[config.mk]
export PLATFORM = sky130hd
export DESIGN_NAME = ps2_key_decoder
export DESIGN_NICKNAME = d
export VERILOG_FILES = /design/src/rtl/ps2_pkg.sv /design/src/rtl/ps2_input_filter.sv /design/src/rtl/ps2_key_decoder.sv
export SDC_FILE = /design/constraint.sdc
export NUM_CORES = 1
export LEC_CHECK = 0
export CAP_MARGIN = 20
export CORE_MARGIN = 2
export CORE_UTILIZATION = 55
export CTS_BUF_LIST = sky130_fd_sc_hd__clkbuf_2
export CTS_CLUSTER_SIZE = 25
export DETAILED_ROUTE_END_ITERATION = 10
export PLACE_DENSITY = 0.79
export SKIP_CTS_REPAIR_TIMING = 1
export SLEW_MARGIN = 10
export SYNTH_ARGS = -nofsm -noshare
export SYNTH_HDL_FRONTEND = slang
export SYNTH_SLANG_ARGS = --single-unit
[constraint.sdc]
create_clock -name clk -period 4 [get_ports clk]
set_clock_uncertainty 0.05 [all_clocks]
set_input_delay 1 -clock clk [delete_from_list [all_inputs] [get_ports clk]]
set_output_delay 1 -clock clk [all_outputs]
set_load 0.02 [all_outputs]
[src/rtl/ps2_pkg.sv]
// Shared constants, frame state type and the default key map for the PS/2 key decoder.
package ps2_pkg;

  localparam logic [7:0] PS2_EXT    = 8'hE0;
  localparam logic [7:0] PS2_BRK    = 8'hF0;
  localparam logic [7:0] PS2_IGN_E1 = 8'hE1;
  localparam logic [7:0] PS2_IGN_AA = 8'hAA;
  localparam logic [7:0] PS2_IGN_FA = 8'hFA;
  localparam logic [7:0] PS2_IGN_EE = 8'hEE;
  localparam logic [7:0] PS2_IGN_FE = 8'hFE;

  typedef enum logic [1:0] {
    StIdle,
    StData,
    StParity,
    StStop
  } frame_state_e;

  localparam int unsigned PS2_DEFAULT_NUM_KEYS = 17;

  // Entry i lives at [9i+8:9i] as {ext, code}; listed here from entry 16 down to entry 0.
  localparam logic [PS2_DEFAULT_NUM_KEYS*9-1:0] PS2_DEFAULT_KEY_CODES = {
    9'h174, 9'h16B, 9'h172, 9'h175,  // right, left, down, up arrows
    9'h006, 9'h005, 9'h076, 9'h05A,  // F2, F1, Esc, Enter
    9'h04B, 9'h03B, 9'h042, 9'h043,  // L, J, K, I
    9'h029, 9'h023, 9'h01C, 9'h01B,  // Space, D, A, S
    9'h01D                           // W
  };

  function automatic logic is_ignore_code(input logic [7:0] b);
    return (b == PS2_IGN_E1) || (b == PS2_IGN_AA) || (b == PS2_IGN_FA) ||
           (b == PS2_IGN_EE) || (b == PS2_IGN_FE);
  endfunction

endpackage

[src/rtl/ps2_input_filter.sv]
// Synchronises and debounces the raw PS/2 clock and data lines, and flags filtered clock falls.
module ps2_input_filter #(
  parameter int unsigned DEBOUNCE_CYCLES = 20
) (
  input  logic clk,
  input  logic rst,
  input  logic kclk,
  input  logic kdata,
  output logic kdata_filt,
  output logic fall_evt
);

  localparam int unsigned CntW = $clog2(DEBOUNCE_CYCLES + 1);
  localparam logic [CntW-1:0] CntMax = CntW'(DEBOUNCE_CYCLES - 1);

  // Bit 0 carries kclk, bit 1 carries kdata.
  logic [1:0]      sync1_q, sync2_q, filt_q, filt_d;
  logic [CntW-1:0] cnt_q [2];
  logic [CntW-1:0] cnt_d [2];
  logic            fall_q, fall_d;

  always_comb begin
    filt_d = filt_q;
    for (int i = 0; i < 2; i++) begin
      cnt_d[i] = '0;
      if (sync2_q[i] != filt_q[i]) begin
        if (cnt_q[i] == CntMax) begin
          filt_d[i] = sync2_q[i];
        end else begin
          cnt_d[i] = cnt_q[i] + 1'b1;
        end
      end
    end
    fall_d = filt_q[0] & ~filt_d[0];
  end

  always_ff @(posedge clk) begin
    if (rst) begin
      sync1_q <= 2'b11;
      sync2_q <= 2'b11;
      filt_q  <= 2'b11;
      fall_q  <= 1'b0;
      for (int i = 0; i < 2; i++) begin
        cnt_q[i] <= '0;
      end
    end else begin
      sync1_q <= {kdata, kclk};
      sync2_q <= sync1_q;
      filt_q  <= filt_d;
      fall_q  <= fall_d;
      for (int i = 0; i < 2; i++) begin
        cnt_q[i] <= cnt_d[i];
      end
    end
  end

  // fall_q is aligned with the cycle in which the filtered clock first reads 0.
  assign fall_evt   = fall_q;
  assign kdata_filt = filt_q[1];

endmodule

[src/rtl/ps2_key_decoder.sv]
// PS/2 frame receiver with E0/F0 prefix handling and a configurable scan-code to key-state map.
module ps2_key_decoder
  import ps2_pkg::*;
#(
  parameter int unsigned           NUM_KEYS        = PS2_DEFAULT_NUM_KEYS,
  parameter logic [NUM_KEYS*9-1:0] KEY_CODES       = PS2_DEFAULT_KEY_CODES,
  parameter int unsigned           DEBOUNCE_CYCLES = 20,
  parameter int unsigned           TIMEOUT_CYCLES  = 50000
) (
  input  logic                clk,
  input  logic                rst,
  input  logic                kclk,
  input  logic                kdata,
  output logic [NUM_KEYS-1:0] key_down,
  output logic [NUM_KEYS-1:0] key_press,
  output logic                scan_valid,
  output logic [7:0]          scan_code,
  output logic                scan_ext,
  output logic                scan_break,
  output logic                frame_err
);

  localparam int unsigned IdleW = $clog2(TIMEOUT_CYCLES + 1);
  localparam logic [IdleW-1:0] IdleMax = IdleW'(TIMEOUT_CYCLES);

  logic fall_evt, data;

  ps2_input_filter #(
    .DEBOUNCE_CYCLES(DEBOUNCE_CYCLES)
  ) u_filter (
    .clk       (clk),
    .rst       (rst),
    .kclk      (kclk),
    .kdata     (kdata),
    .kdata_filt(data),
    .fall_evt  (fall_evt)
  );

  frame_state_e   state_q, state_d;
  logic [2:0]     bit_cnt_q, bit_cnt_d;
  logic [7:0]     shift_q, shift_d;
  logic           par_ok_q, par_ok_d;
  logic [IdleW-1:0] idle_cnt_q, idle_cnt_d;
  logic           byte_acc, frame_err_d;
  logic           ext_q, ext_d, brk_q, brk_d;
  logic [NUM_KEYS-1:0] key_down_d, key_press_d;
  logic           scan_valid_d, scan_ext_d, scan_break_d;
  logic [7:0]     scan_code_d;

  always_comb begin
    state_d     = state_q;
    bit_cnt_d   = bit_cnt_q;
    shift_d     = shift_q;
    par_ok_d    = par_ok_q;
    idle_cnt_d  = idle_cnt_q;
    byte_acc    = 1'b0;
    frame_err_d = 1'b0;
    if (fall_evt) begin
      idle_cnt_d = '0;
      unique case (state_q)
        StIdle: begin
          if (!data) begin
            state_d   = StData;
            bit_cnt_d = '0;
          end
        end
        StData: begin
          shift_d   = {data, shift_q[7:1]};
          bit_cnt_d = bit_cnt_q + 3'd1;
          if (bit_cnt_q == 3'd7) state_d = StParity;
        end
        StParity: begin
          par_ok_d = ^{shift_q, data};
          state_d  = StStop;
        end
        StStop: begin
          if (data && par_ok_q) byte_acc = 1'b1;
          else frame_err_d = 1'b1;
          state_d = StIdle;
        end
        default: state_d = StIdle;
      endcase
    end else if (state_q != StIdle) begin
      if (idle_cnt_q == IdleMax) begin
        state_d     = StIdle;
        idle_cnt_d  = '0;
        frame_err_d = 1'b1;
      end else begin
        idle_cnt_d = idle_cnt_q + 1'b1;
      end
    end else begin
      idle_cnt_d = '0;
    end
  end

  always_comb begin
    ext_d        = ext_q;
    brk_d        = brk_q;
    scan_valid_d = 1'b0;
    scan_code_d  = scan_code;
    scan_ext_d   = scan_ext;
    scan_break_d = scan_break;
    key_down_d   = key_down;
    key_press_d  = '0;
    if (frame_err_d) begin
      ext_d = 1'b0;
      brk_d = 1'b0;
    end else if (byte_acc) begin
      if (shift_q == PS2_EXT) begin
        ext_d = 1'b1;
      end else if (shift_q == PS2_BRK) begin
        brk_d = 1'b1;
      end else if (is_ignore_code(shift_q)) begin
        ext_d = 1'b0;
        brk_d = 1'b0;
      end else begin
        scan_valid_d = 1'b1;
        scan_code_d  = shift_q;
        scan_ext_d   = ext_q;
        scan_break_d = brk_q;
        ext_d        = 1'b0;
        brk_d        = 1'b0;
        for (int i = 0; i < int'(NUM_KEYS); i++) begin
          if (KEY_CODES[9*i +: 9] == {ext_q, shift_q}) begin
            if (brk_q) begin
              key_down_d[i] = 1'b0;
            end else begin
              key_down_d[i]  = 1'b1;
              key_press_d[i] = ~key_down[i];
            end
          end
        end
      end
    end
  end

  always_ff @(posedge clk) begin
    if (rst) begin
      state_q    <= StIdle;
      bit_cnt_q  <= '0;
      shift_q    <= '0;
      par_ok_q   <= 1'b0;
      idle_cnt_q <= '0;
      ext_q      <= 1'b0;
      brk_q      <= 1'b0;
      key_down   <= '0;
      key_press  <= '0;
      scan_valid <= 1'b0;
      scan_code  <= '0;
      scan_ext   <= 1'b0;
      scan_break <= 1'b0;
      frame_err  <= 1'b0;
    end else begin
      state_q    <= state_d;
      bit_cnt_q  <= bit_cnt_d;
      shift_q    <= shift_d;
      par_ok_q   <= par_ok_d;
      idle_cnt_q <= idle_cnt_d;
      ext_q      <= ext_d;
      brk_q      <= brk_d;
      key_down   <= key_down_d;
      key_press  <= key_press_d;
      scan_valid <= scan_valid_d;
      scan_code  <= scan_code_d;
      scan_ext   <= scan_ext_d;
      scan_break <= scan_break_d;
      frame_err  <= frame_err_d;
    end
  end

endmodule

# After elaboration in Yosys (flattened, before gate mapping)
# Memories as Yosys holds them, arrays and structs flattened.
# Cells that the tools add are included.
[op_classes] n_reduce_logical=56 add_sub_neg=4 bitwise_logic=44 mux=32 eq_ne=37
[op_table] operator="OR reduction 8 bit" n=17
[op_table] operator="AND reduction 6 bit" n=17
[op_table] operator="equality test 8 bit, second input constant" n=7
[op_table] operator="equality test 7 x 9 -> 1 bit, first input constant" n=5
[op_table] operator="NOT 1 bit" n=41
[op_table] operator="equality test 9 bit, first input constant" n=4
[op_table] operator="2-to-1 mux 5 bit" n=6
[op_table] operator="equality test 5 x 9 -> 1 bit, first input constant" n=3
[op_table] operator="equality test 6 x 9 -> 1 bit, first input constant" n=3
[op_table] operator="equality test 3 x 9 -> 1 bit, first input constant" n=2
[op_table] operator="2-to-1 mux 1 bit" n=18
[op_table] operator="adder 16 x 1 -> 16 bit, second input constant" n=1
[op_table] operator="equality test 16 bit, second input constant" n=1
[op_table] operator="adder 5 x 1 -> 5 bit, second input constant" n=2
[op_table] operator="equality test 5 bit, second input constant" n=2
[op_table] operator="2-to-1 mux 2 bit" n=5
[op_table] operator="AND reduction 2 bit" n=5
[op_table] operator="XOR reduction 9 bit" n=1
[op_table] operator="one-hot mux 2 bit (4 select lines)" n=1
[op_table] operator="nonzero test 2 bit" n=4
[op_table] operator="inequality test 3 bit, second input constant" n=2
[op_table] operator="one-hot mux 3 bit (2 select lines)" n=1
[op_table] operator="AND reduction 5 bit" n=1
[op_table] operator="OR reduction 5 bit" n=1
[op_table] operator="16 further kinds" n=23
[word_totals] word_cells=225 memories=1 out_inout_bits=46 regBits=85 ram_bits=10 in_bits=4
[memory_table] memory="u_filter.cnt_q" depth=2 width=5 read_ports=2 rd_clocked_by_memory_dff=0 wr=2 line="ps2_input_filter.sv:18" text="logic [CntW-1:0] cnt_q [2];"

# Logic depth before layout (Yosys ltp)
# Gate-level depths: netlist of the first run.
[depth] depth_word=7 mapped_depth=8

# Hierarchy
# A second synthesis of the first run with hierarchy kept.
[hier_totals] cells_unflattened=480 hier_area_um2=4390.5
[modules_own_cells] module="ps2_key_decoder" cells_per_inst=414 instances=1 area_per_inst_um2=3713.6
[modules_own_cells] module="ps2_input_filter" cells_per_inst=66 instances=1 area_per_inst_um2=676.9

# Worst setup path before layout of the first run
# OpenSTA, ideal clock, no wires.
[synth_path] path_kind="reg-to-reg" from="register state_q[0]" to="register key_down[13]" path_slack_ns=2.010 setup_time_ns=0.128 stages_incl_launch_ff=8 t_arrival_ns=1.813 n_path_buf=1 cell_sequence="dfxtp_1 -> ha_1 -> nand4_4 -> or4_1 -> clkbuf_2 -> nor3_1 -> mux2i_1 -> nor2_1"
[synth_via] elab_chain_cells=5
[synth_rtl] element="from (decl)" line="ps2_key_decoder.sv:39" text="frame_state_e state_q, state_d;"
[synth_rtl] element="from (signal assigned)" line="ps2_key_decoder.sv:139" text="state_q <= StIdle;"
[synth_rtl] element="from (signal assigned)" line="ps2_key_decoder.sv:154" text="state_q <= state_d;"
[synth_rtl] element="equality test 2 bit / nonzero test 2 bit (equally long branches)" line="ps2_key_decoder.sv:60, ps2_key_decoder.sv:83"
[synth_rtl] element="2-to-1 mux 1 bit, on equally long branches" line="ps2_key_decoder.sv:60, ps2_key_decoder.sv:83"
[synth_rtl] element="2-to-1 mux 1 bit" line="ps2_key_decoder.sv:58" text="if (fall_evt) begin"
[synth_rtl] element="NOT 1 bit (no source line)"
[synth_rtl] element="AND reduction 6 bit (no source line) (*)"
[synth_rtl] element="to (signal assigned)" line="ps2_key_decoder.sv:161" text="key_down <= key_down_d;"
[synth_rtl] element="to (decl)" line="ps2_key_decoder.sv:14" text="output logic [NUM_KEYS-1:0] key_down,"
# Mark *: on every way between the ends. The rest lies on a longest branch, timed or not.
# A chain may end at the register's enable or synchronous reset.

# Worst setup path after layout of the first run
[layout_path] from="register key_down[4]" to="output port key_down[4]"
# No word-level cell between the ends.

==> impl_metrics.ini, run 1 <==
[critical_path]
cp-end-kind = output pin
crit_start = key_down[4]
critPathKind = register to output pin
max_stage_delay_ns = 0.61
worstReg2RegStart = u_filter.fall_evt
crit_family = buffers and inverters
start_kind = register
critPathBufInv = 1
cp_cell_sequence = clkdlybuf4s50_1
critPathRequiredTime_ns = 2.95
cp.arrival_ns = 1.58
crit_fanout = 3
crit_slowest_cell = clkdlybuf4s50_1

[cts]
root_buffer = clkbuf_2
clk_latency_ns = 0.55
clock_sinks = 95
cts_buffer_depth = 2
htree_levels = 3
clk_pin_slew_ns = 0.25
cts-buffers-inserted = 9
cts_tree = yes

[timing]
timing.final.setup_violations = 0
max_freq_ghz = 0.381
min_period_ns = 2.63
hold_viol = 0
slew_viol_final = 0
post-route-period-util_pct = 65.7
final.setup.tns_ns = 0
worst_slew_pin_slew_ns = 0.968
max_slew_margin_pct = 35.5
grt_setup_unrepaired = false

[synth]
synth_top_area_share_pct = 47.3
syn_inst = 448
yosys.area_share.xor_xnor_pct = 6.00
synth_compound_area_share_pct = 6.00
synthTopCellsByArea = dfxtp_1 (47%), mux2i_1 (5.7%), nor2_1 (5.2%)
ys_ff_latch = 95
yosysWarnings = 0
postSynth.asyncResetShare_pct = 0
syn-num-nets = 462
synth-seq-area-share_pct = 47.3
synth_edf_count = 0
syn_area_per_cell_sq_um = 8.98
synth-simple-area-share_pct = 27.7
synthMuxAreaShare_pct = 5.72
synth_top_family_by_area = simple AND/OR/NAND/NOR gates
synth_top_area_cell = dfxtp_1
ys_types = 47
synth.cell_area_sq_mm = 0.00402
synthFlopType = dfxtp_1
synth_fa_ha_area_share_pct = 3.11

[drt]
ant_nets = 0
drt_iter0_markers = 278
first_pass_iters = 4
drt-total-wl_um = 7770
vias = 3197
wl_per_cell_um = 13.2
routed_via_density = 5.45
drc = 0

[placement]
dpl.hpwl_um = 5450
place_congestion = 0.852
io_buffers = 49
dp_cells = 572

[global_route]
overflow = 0
grt_usage_pct = 20.8
grt_pass1_vias = 2831
grt_first_pass_wirelength_um = 13000
grt_max_degree = 60
antenna_found_initial = 0

[floorplanning]
rows = 31
io-pin-count = 50
coreArea_sq_mm = 0.00718
initial_core_util_pct = 56.0
fp.dieH_um = 89.5
die_width_um = 89.5
dieArea_sq_mm = 0.00801

[flow_run]
drv_cap = 0

[layout]
fill_cells = 615
layout-drive-gt1-share_pct = 4.92
fin_cells = 587
area_delta_synth_final_pct = 15.7
diodes = 0
final_nets = 498

[status]
outcome = complete, no violations

[power_and_ir_drop]
powerDensity_mw_per_mm2 = 319
leakagePower_nw = 1.58
peakVddDrop_v = 0.000128

[hold_path]
hold_path.class = register to register
hold_path.startpoint = u_filter.sync1_q[0]
synth_stat cells (3+ instances only):
cell      instances
nor2_1           56
ha_1             10
o21ai_0           7
xnor2_1          15
clkbuf_1         13
a21oi_1          20
or2_2             5
nand2_1          40
nor3_1           19
or3_1            10
buf_2             6
nor3b_1           3
inv_1            15
or4_1             5
nor4_1           11
nand3_1          22
a32oi_1           3
nor2b_1           4
nand4b_1          3
dfxtp_1          95
mux2i_1          23
nand2b_1         19
nand4_1           7
xor2_1           10
area by class of cell:
| class | count | area (sq um) | share of cell area [%] |
|---|---|---|---|
| Multi-Input combinational cell | 314 | 1950 | 42.0 |
| Sequential cell | 95 | 1900 | 40.9 |
| Timing Repair Buffer | 49 | 485 | 10.4 |
| Tap cell | 99 | 124 | 2.66 |
| Clock inverter | 5 | 81.3 | 1.75 |
| Inverter | 15 | 56.3 | 1.21 |
| Clock buffer | 10 | 50.0 | 1.08 |
cell usage in the layout (no fill, tap or decap), drive strengths merged, types with 9 or more instances in the layout:
cell / synthesis / routed
dfxtp: 95 / 95
nor2: 56 / 56
clkdlybuf4s50: 0 / 48
nand2: 40 / 40
mux2i: 23 / 23
nand3: 22 / 22
a21oi: 20 / 20
nor3: 19 / 19
nand2b: 19 / 19
inv: 15 / 16
xnor2: 15 / 15
nor4: 12 / 12
or3: 10 / 10
xor2: 10 / 10
ha: 10 / 10
clkbuf: 15 / 10
nand4: 9 / 9
report_power, final:
group          leakage (nW)   total, W  internal, W  switching (W)
clock network        0.0784   0.000511     0.000207       0.000304
logic                 0.735  0.0000211   0.00000721      0.0000139
registers             0.766   0.000953     0.000952     0.00000121
layer usage:
metal / part of all wire (%) / wire length, um / track usage (%) / vias to the layer above
li1: - / - / - / 1612
met1: 47 / 3610 / 27.0 / 1510
met2: 49 / 3780 / 33.5 / 67
met3: 3.6 / 283 / 6.19 / 8
met4: 1.1 / 89 / 6.11 / 0
met5: 0 / 0 / 0 / -
flip-flops by register name (all words and copies together) (netlist names), 2 cells and up:
| signal | flops |
|---|---|
| key_press | 17 |
| key_down | 17 |
| shift_q | 8 |
| u_filter.sync1_q | 2 |
| u_filter.sync2_q | 2 |
| scan_code | 8 |
| bit_cnt_q | 3 |
| u_filter.filt_q | 2 |
| u_filter.cnt_q | 10 |
| idle_cnt_q | 16 |
| state_q | 2 |
stage by stage:
| stage | total power (W) | worst slack (ns) | hold slack, ns | util [%] | instance area [sq um] |
|---|---|---|---|---|---|
| global route | 0.00154 | 1.25 | 0.405 | 64.8 | 4650 |
| global placement | 0.000991 | 1.42 | 0.347 | 63.0 | 4520 |
| finish | 0.00148 | 1.37 | 0.393 | 64.8 | 4650 |
| floorplan | 0.000986 | 2.01 | 0.339 | - | 4020 |
| CTS | 0.00150 | 1.33 | 0.394 | 64.8 | 4650 |
| detailed placement | 0.000992 | 1.35 | 0.345 | 63.0 | 4520 |
logic make-up after synthesis:
logic type | Yosys count
multiplexers | 23
flip-flops | 95
AO/OA/AOI/OAI | 40
AND/OR/NAND/NOR | 215
buffers and inverters | 39
adder cells (fa/ha/maj) | 10
XOR/XNOR | 26
path summary, 6_finish.rpt:
check / to / slack [ns] / cells past startpoint
worst max-delay path: key_down[4] / 1.37 / 1
worst min-delay path: u_filter.sync2_q[0] / 0.39 / 1
worst max register to register: key_down[12] / 1.56 / 5
worst min register to register: u_filter.sync2_q[0] / 0.39 / 1
No activity file was read; power rests on OpenSTA's default activity.
==> run 2: changes to the inputs <==
Clock period 4 ns to 2.6 ns, I/O delays scaled along.
==> run 2 against run 1 <==
Effect of this change: sequential share of layout area about the same; highest routed layer unchanged; clock power increased by 25%; die area unchanged; setup slack got worse by 1.1 ns; register-to-register slack got worse by 1.2 ns; largest cell class unchanged; design area about the same.
==> impl_metrics.ini, run 2 (synthesis gave the netlist of run 1 again) <==
[timing]
max_freq_ghz = 0.436
hold_viol = 0
worst_slew_pin_slew_ns = 0.583
grt_setup_unrepaired = false
max_slew_margin_pct = 60.7
min_period_ns = 2.29
post-route-period-util_pct = 88.2
final.setup.tns_ns = 0
timing.final.setup_violations = 0
slew_viol_final = 0
postLayoutSetupSlackWorst_ns = 0.306

[layout]
diodes = 0
layout_commonest_cell = dfxtp_1
area_delta_synth_final_pct = 15.7
mostFrequentLayoutCells = dfxtp_1 (95), nor2_1 (56), clkdlybuf4s50_1 (48)
final_nets = 503
layout-drive-gt1-share_pct = 6.07
final_cell_area_sq_mm = 0.00465
biggestRegsByFlops = key_down: 17 flops, key_press: 17 flops, idle_cnt_q: 16 flops
fin_cells = 593

[drt]
drc = 0
routed_via_density = 5.45
drt_iter0_markers = 346
vias = 3229
first_pass_iters = 4
wl_per_cell_um = 13.7
ant_nets = 0
drt-total-wl_um = 8100

[critical_path]
cp.arrival_ns = 1.59
crit_slowest_cell = clkdlybuf4s50_1
cp-end-kind = output pin
critPathBufInv = 1
critPathRequiredTime_ns = 1.90
critPathKind = register to output pin
crit_family = buffers and inverters
max_stage_delay_ns = 0.64
crit_fanout = 3
start_kind = register
cp_cell_sequence = clkdlybuf4s50_1

[placement]
dp_slack_ns = 0.417
dpl.hpwl_um = 5790
io_buffers = 49
dp_cells = 577
placed_area_sq_mm = 0.00456
place_congestion = 0.849

[cts]
cts_tree = yes
cts_buffer_depth = 2
root_buffer = clkbuf_2
clk_pin_slew_ns = 0.25
clk_latency_ns = 0.55
htree_levels = 3
cts-buffers-inserted = 9
clock_sinks = 95

[floorplanning]
coreArea_sq_mm = 0.00718
dieArea_sq_mm = 0.00801
rows = 31
initial_core_util_pct = 56.0
fp.dieH_um = 89.5
die_width_um = 89.5
io-pin-count = 50

[flow_run]
drv_cap = 0

[hold_path]
hold_path.class = input port to register

[global_route]
grt_pass1_vias = 2963
grt_first_pass_wirelength_um = 13300
grt_max_degree = 52
overflow = 0
grt_usage_pct = 21.1
antenna_found_initial = 0

[power_and_ir_drop]
leakagePower_nw = 1.59
totalPowerFinal_w = 0.00214
peakVddDrop_v = 0.000351
powerDensity_mw_per_mm2 = 460

[status]
outcome = complete, no violations
## run 2: cell count changes in the layout (fill, tap and decap cells not counted)
cell	change
buf_4	+5
bufinv_16	-2
clkbuf_2	+1
clkinv_2	-1
clkinv_4	+2
inv_6	+1
## run 2: final cells by class
class | instances | area, sq um
clock buffers | 11 | 55.1
well taps | 99 | 124
flip-flops and latches | 95 | 1900
multi-input cells | 314 | 1950
inverters | 15 | 56.3
repair buffers | 54 | 523
fillers | 628 | 2520
clock inverters | 5 | 42.5
## run 2: power by group
part | internal [W] | leakage [nW] | switching, W | total (W)
Clock | 0.000145 | 0.0631 | 0.000494 | 0.000639
Sequential | 0.00147 | 0.766 | 0.00000175 | 0.00147
Combinational | 0.0000119 | 0.762 | 0.0000222 | 0.0000341
Total | 0.00162 | 1.59 | 0.000518 | 0.00214
## run 2: per-stage QoR
step,util [%],hold WS [ns]
final,64.9,0.322
after global routing,64.9,0.302
after CTS,64.9,0.286
after detailed placement,63.5,0.346
after global placement,63.5,0.341
after floorplan,-,0.339
## run 2: worst paths after layout
kind	from	end	slack, ns	cells after the start
worst min-delay path	rst	state_q[1]	0.32	2
worst max register to register	state_q[0]	key_down[13]	0.41	6
worst min register to register	key_down[0]	key_press[0]	0.39	1
worst max-delay path	key_down[10]	key_down[10]	0.31	1
## run 2: metal layers
metal / track usage [%] / wire length [um] / up-vias
met5: 0 / 0 / -
met4: 7.87 / 68 / 0
met3: 3.14 / 352 / 7
met2: 35.4 / 4000 / 81
met1: 27.5 / 3670 / 1519
li1: - / - / 1622
==> variant 1 (flow settings as in run 2) <==
Set the package constant `PS2_DEFAULT_NUM_KEYS` to 34 (it was 17).
--- a/src/rtl/ps2_pkg.sv
+++ b/src/rtl/ps2_pkg.sv
@@ -17,5 +17,5 @@
   } frame_state_e;
 
-  localparam int unsigned PS2_DEFAULT_NUM_KEYS = 17;
+  localparam int unsigned PS2_DEFAULT_NUM_KEYS = 34;
 
   // Entry i lives at [9i+8:9i] as {ext, code}; listed here from entry 16 down to entry 0.
Ports: changed (resized key_down and key_press); port bits go from 50 to 84. No check against the original RTL was run, so the function may have changed too.
==> variant 1 against run 2 <==
  * Critical path depth did not move
  * Power up 0.39%
  * Sequential cell count up 2
  * Area after synthesis up 8.6%
  * Design area up 9.5%
  * Worst setup slack got worse by 0.14 ns
  * Die area increased by 8.3%
  * Combinational power shrank 5%
  * Routed wire length increased by 8.6%
==> variant 1: results <==
[run_status]
status = "completed"

[yosys]
ys_types = 54
ys_top_cells_by_count = "97 x dfxtp_1, 38 x nor2_1, 36 x a21oi_1, 35 x buf_4, 29 x nand3_1"
synthMuxAreaShare_pct = 1.40
synth_compound_area_share_pct = 11.2
synthArstFlopShare_pct = 0
seq_area_frac_synth_pct = 44.4
yosys.area_share.xor_xnor_pct = 5.64
yosys-top-cells-area = "dfxtp_1 44%, buf_4 6.0%, a21oi_1 4.1%"
synthCells = 482
synth_top_family_by_area = "simple AND/OR/NAND/NOR gates"
syn-num-nets = 496
yosys_warnings = 0
synth_fa_ha_area_share_pct = 2.86

[pwr]
peakVddDrop_uv = 320
p_leak_uw = 0.00164
p_switching_uw = 517

[worst_setup_path]
critPathArrivalTime_ns = 1.74
critical_path.max_fanout = 19
cp_top_family = "buffers and inverters"
max_stage_delay_ns = 0.66

[timing]
slew_headroom_pct = 56.2
setup_violations = 0

[placement]
dp_worst_setup_slack_ns = 0.481
dp_hpwl_um = 6310
place.gp.congestion = 0.813
place_inst = 613
place_area_um2 = 5000
port-buffer-count = 83

[drt]
wl_um = 8800
met1_length_um = 3840
wl_met2_um = 4300
drt_iter0_markers = 188
route.vias.total = 3551
met3_wirelength_um = 504
highest_layer = "met4"

[global_route]
grtUsageMet2_pct = 36.3
grt_max_degree = 46
grtUsageMet3_pct = 3.71
grt_antenna_before_repair = 0
grt_pass1_wl_um = 14500
grt_pass1_vias = 3220
grtUsageMet1_pct = 24.9
track_usage_pct = 20.8

[final_layout]
reg_top3 = "key_down x18, key_press x18, idle_cnt_q x16"
stdcell_count = 629
diodes = 0
nets = 536
drive_gt1_share_pct = 7.40

[clock_tree]
worstSkewPairLatency_ns = 0.56
htreeDepth = 3
cts_buffers = 9
clk_path_buf_depth = 2
clk_pin_slew_ns = 0.24
root_buffer = "clkbuf_2"

[hold_path]
hp-class = "in2reg"
[variant 1: cell types whose count changed in the layout (fill, tap and decap cells not counted), moves of 14 or more]
cell and change:
mux2i_1 -18, clkdlybuf4s50_1 +34, a21oi_1 +16, nand2_1 -14, nor2_1 -18, o21ai_0 +14
[variant 1: final cells by class]
type	count	area [um2]
clock inverters	7	46.3
well taps	102	128
multi-input cells	315	2020
inverters	9	33.8
clock buffers	9	45.0
repair buffers	90	878
fillers	654	2630
flip-flops and latches	97	1940
[variant 1: logic make-up (layout without fill, tap and decap cells)]
logic type / count (synthesis) / after routing
compound gates: 81 / 81
xor+xnor: 25 / 25
fa+ha+maj: 10 / 10
buf+inv: 70 / 115
flops: 97 / 97
mux: 6 / 6
simple gates: 193 / 193
[variant 1: path summary, 6_finish.rpt]
path / from / end / slack [ns] / cells after the start
max: key_down[17] / key_down[18] / 0.16 / 1
min: rst / key_down[3] / 0.35 / 2
max reg2reg: u_filter.fall_evt / key_down[6] / 0.44 / 4
min reg2reg: u_filter.sync1_q[0] / u_filter.sync2_q[0] / 0.39 / 1
[variant 1: stage by stage]
step / utilization, % / TNS, ns / hold WS (ns)
2_1_floorplan: - / 0 / 0.339
3_3_place_gp: 64.8 / 0 / 0.345
3_5_place_dp: 64.8 / 0 / 0.348
4_1_cts: 65.9 / -1.39 / 0.333
5_1_grt: 66.0 / 0 / 0.330
6_report: 66.0 / 0 / 0.355
[variant 1: power by group through the flow]
stage,clock network [uW],registers [uW],logic (uW)
floorplan,0,1520,21.9
global placement,0,1520,31.5
detailed placement,0,1520,32.9
CTS,639,1500,33.0
global route,691,1500,36.5
finish,619,1500,32.5
==> variant 2 (settings of run 2) <==
Without the edit above. Register the input `kdata` before use, without a reset. The logic sees it one clock later.
--- a/src/rtl/ps2_key_decoder.sv
+++ b/src/rtl/ps2_key_decoder.sv
@@ -24,4 +24,10 @@
   localparam logic [IdleW-1:0] IdleMax = IdleW'(TIMEOUT_CYCLES);
 
+  logic kdata_q;
+
+  always_ff @(posedge clk) begin
+    kdata_q <= kdata;
+  end
+
   logic fall_evt, data;
 
@@ -32,5 +38,5 @@
     .rst       (rst),
     .kclk      (kclk),
-    .kdata     (kdata),
+    .kdata     (kdata_q),
     .kdata_filt(data),
     .fall_evt  (fall_evt)
Function: same outputs for any inputs over 10 cycles, from zero or initial values and one cycle with rst high; that may be too few to reach the edited logic, so the function may still have changed.
==> variant 2 against run 2 <==
  * Area after synthesis up 0.50%
  * Global-route usage up 0.52 points
  * Routed wire length up 0.64%
  * Design area up 0.43%
  * Die area up 0.48%
  * Worst setup slack better by 0.025 ns
  * Power up 2.9%
  * Sequential cell count up 1
  * First-iteration DRC count down 36%
  * Largest cell class unchanged
==> variant 2: results <==
[run_status]
status = "completed"

[yosys]
yosys-top-cells-area = "dfxtp_1 48%, mux2i_1 5.7%, nor2_1 5.2%"
seq_area_frac_synth_pct = 47.6
synthArstFlopShare_pct = 0
yosysMostFrequentCell = "dfxtp_1"
synth_top_flop_cell = "dfxtp_1"
ys_types = 47
syn-num-nets = 463
yosys_warnings = 0
ys_top_cells_by_count = "96 x dfxtp_1, 56 x nor2_1, 40 x nand2_1, 23 x mux2i_1, 22 x nand3_1"

[placement]
port-buffer-count = 49
dp_hpwl_um = 5780
place_area_um2 = 4570
place.gp.congestion = 0.864
dp_worst_setup_slack_ns = 0.390

[drt]
viasPerCell = 5.47
wl_um = 8150
drt_iter0_markers = 221
drtPass1Iterations = 4

[worst_setup_path]
max_stage_delay_ns = 0.62
cp_top_family = "buffers and inverters"
critPathArrivalTime_ns = 1.57
critical_path.max_fanout = 3
slowest_stage = "clkdlybuf4s50_1"

[final_layout]
fillers = 579
nets = 503
drive_gt1_share_pct = 5.49
reg_top3 = "key_down x17, key_press x17, idle_cnt_q x16"
diodes = 0

[global_route]
grt_pass1_wl_um = 14500
grt_max_degree = 28
grt_antenna_before_repair = 0
track_usage_pct = 21.6
grt_pass1_vias = 3141

[clock_tree]
root_buffer = "clkbuf_2"
worstSkewPairLatency_ns = 0.54
cts_buffers = 9
clk_pin_slew_ns = 0.25
htreeDepth = 3
clk_path_buf_depth = 2

[pwr]
p_leak_uw = 0.00158
peakVddDrop_uv = 341

[hold_path]
hp-class = "reg2reg"

[timing]
drv_slew = 0
hold_viol = 0
slew_headroom_pct = 61.1
setup_violations = 0
==> variant 2: layout make-up <==
cell class                      instances  area [um2]  area share [%]
Clock buffer                            9        45.0           0.964
Timing Repair Buffer                   53         515            11.0
Tap cell                               99         124            2.65
Inverter                               15        56.3            1.20
Sequential cell                        96        1920            41.1
Multi-Input combinational cell        314        1950            41.8
Clock inverter                          5        60.1            1.28
==> variant 2: kinds of logic after synthesis <==
family          synth area share (%)
simple gates                    27.6
xor+xnor                        5.98
buf+inv                         4.15
fa+ha+maj                       3.10
mux                             5.70
compound gates                  5.98
flops                           47.6
==> variant 2: worst paths after layout <==
path | startpoint | endpoint | slack (ns) | cells past startpoint
max reg2reg | state_q[1] | key_down[16] | 0.36 | 5
max | key_down[12] | key_down[12] | 0.33 | 1
min | u_filter.sync1_q[0] | u_filter.sync2_q[0] | 0.39 | 1
min reg2reg | u_filter.sync1_q[0] | u_filter.sync2_q[0] | 0.39 | 1
==> variant 2: routing by layer <==
| metal | part of all wire (%) | up-vias | track usage [%] |
|---|---|---|---|
| met3 | 4.6 | 10 | 3.77 |
| met1 | 44 | 1516 | 27.1 |
| met5 | 0 | - | 0 |
| li1 | - | 1617 | - |
| met2 | 50 | 90 | 37.6 |
| met4 | 1.4 | 0 | 7.69 |
==> variant 2: power breakdown <==
group	total, uW	switching [uW]	internal, uW	leakage [uW]
Clock	683	474	209	0.0000521
Sequential	1480	1.88	1480	0.000774
Combinational	36.1	23.2	12.8	0.000756
Total	2200	500	1700	0.00158
==> variant 2: per-stage QoR <==
| stage | total power (uW) | utilization [%] | cells |
|---|---|---|---|
| after detailed placement | 1550 | 63.7 | 577 |
| after global placement | 1540 | 63.7 | 577 |
| final | 2200 | 65.1 | 591 |
| after CTS | 2220 | 65.1 | 591 |
| after global routing | 2270 | 65.1 | 591 |
| after floorplan | 1530 | - | 449 |
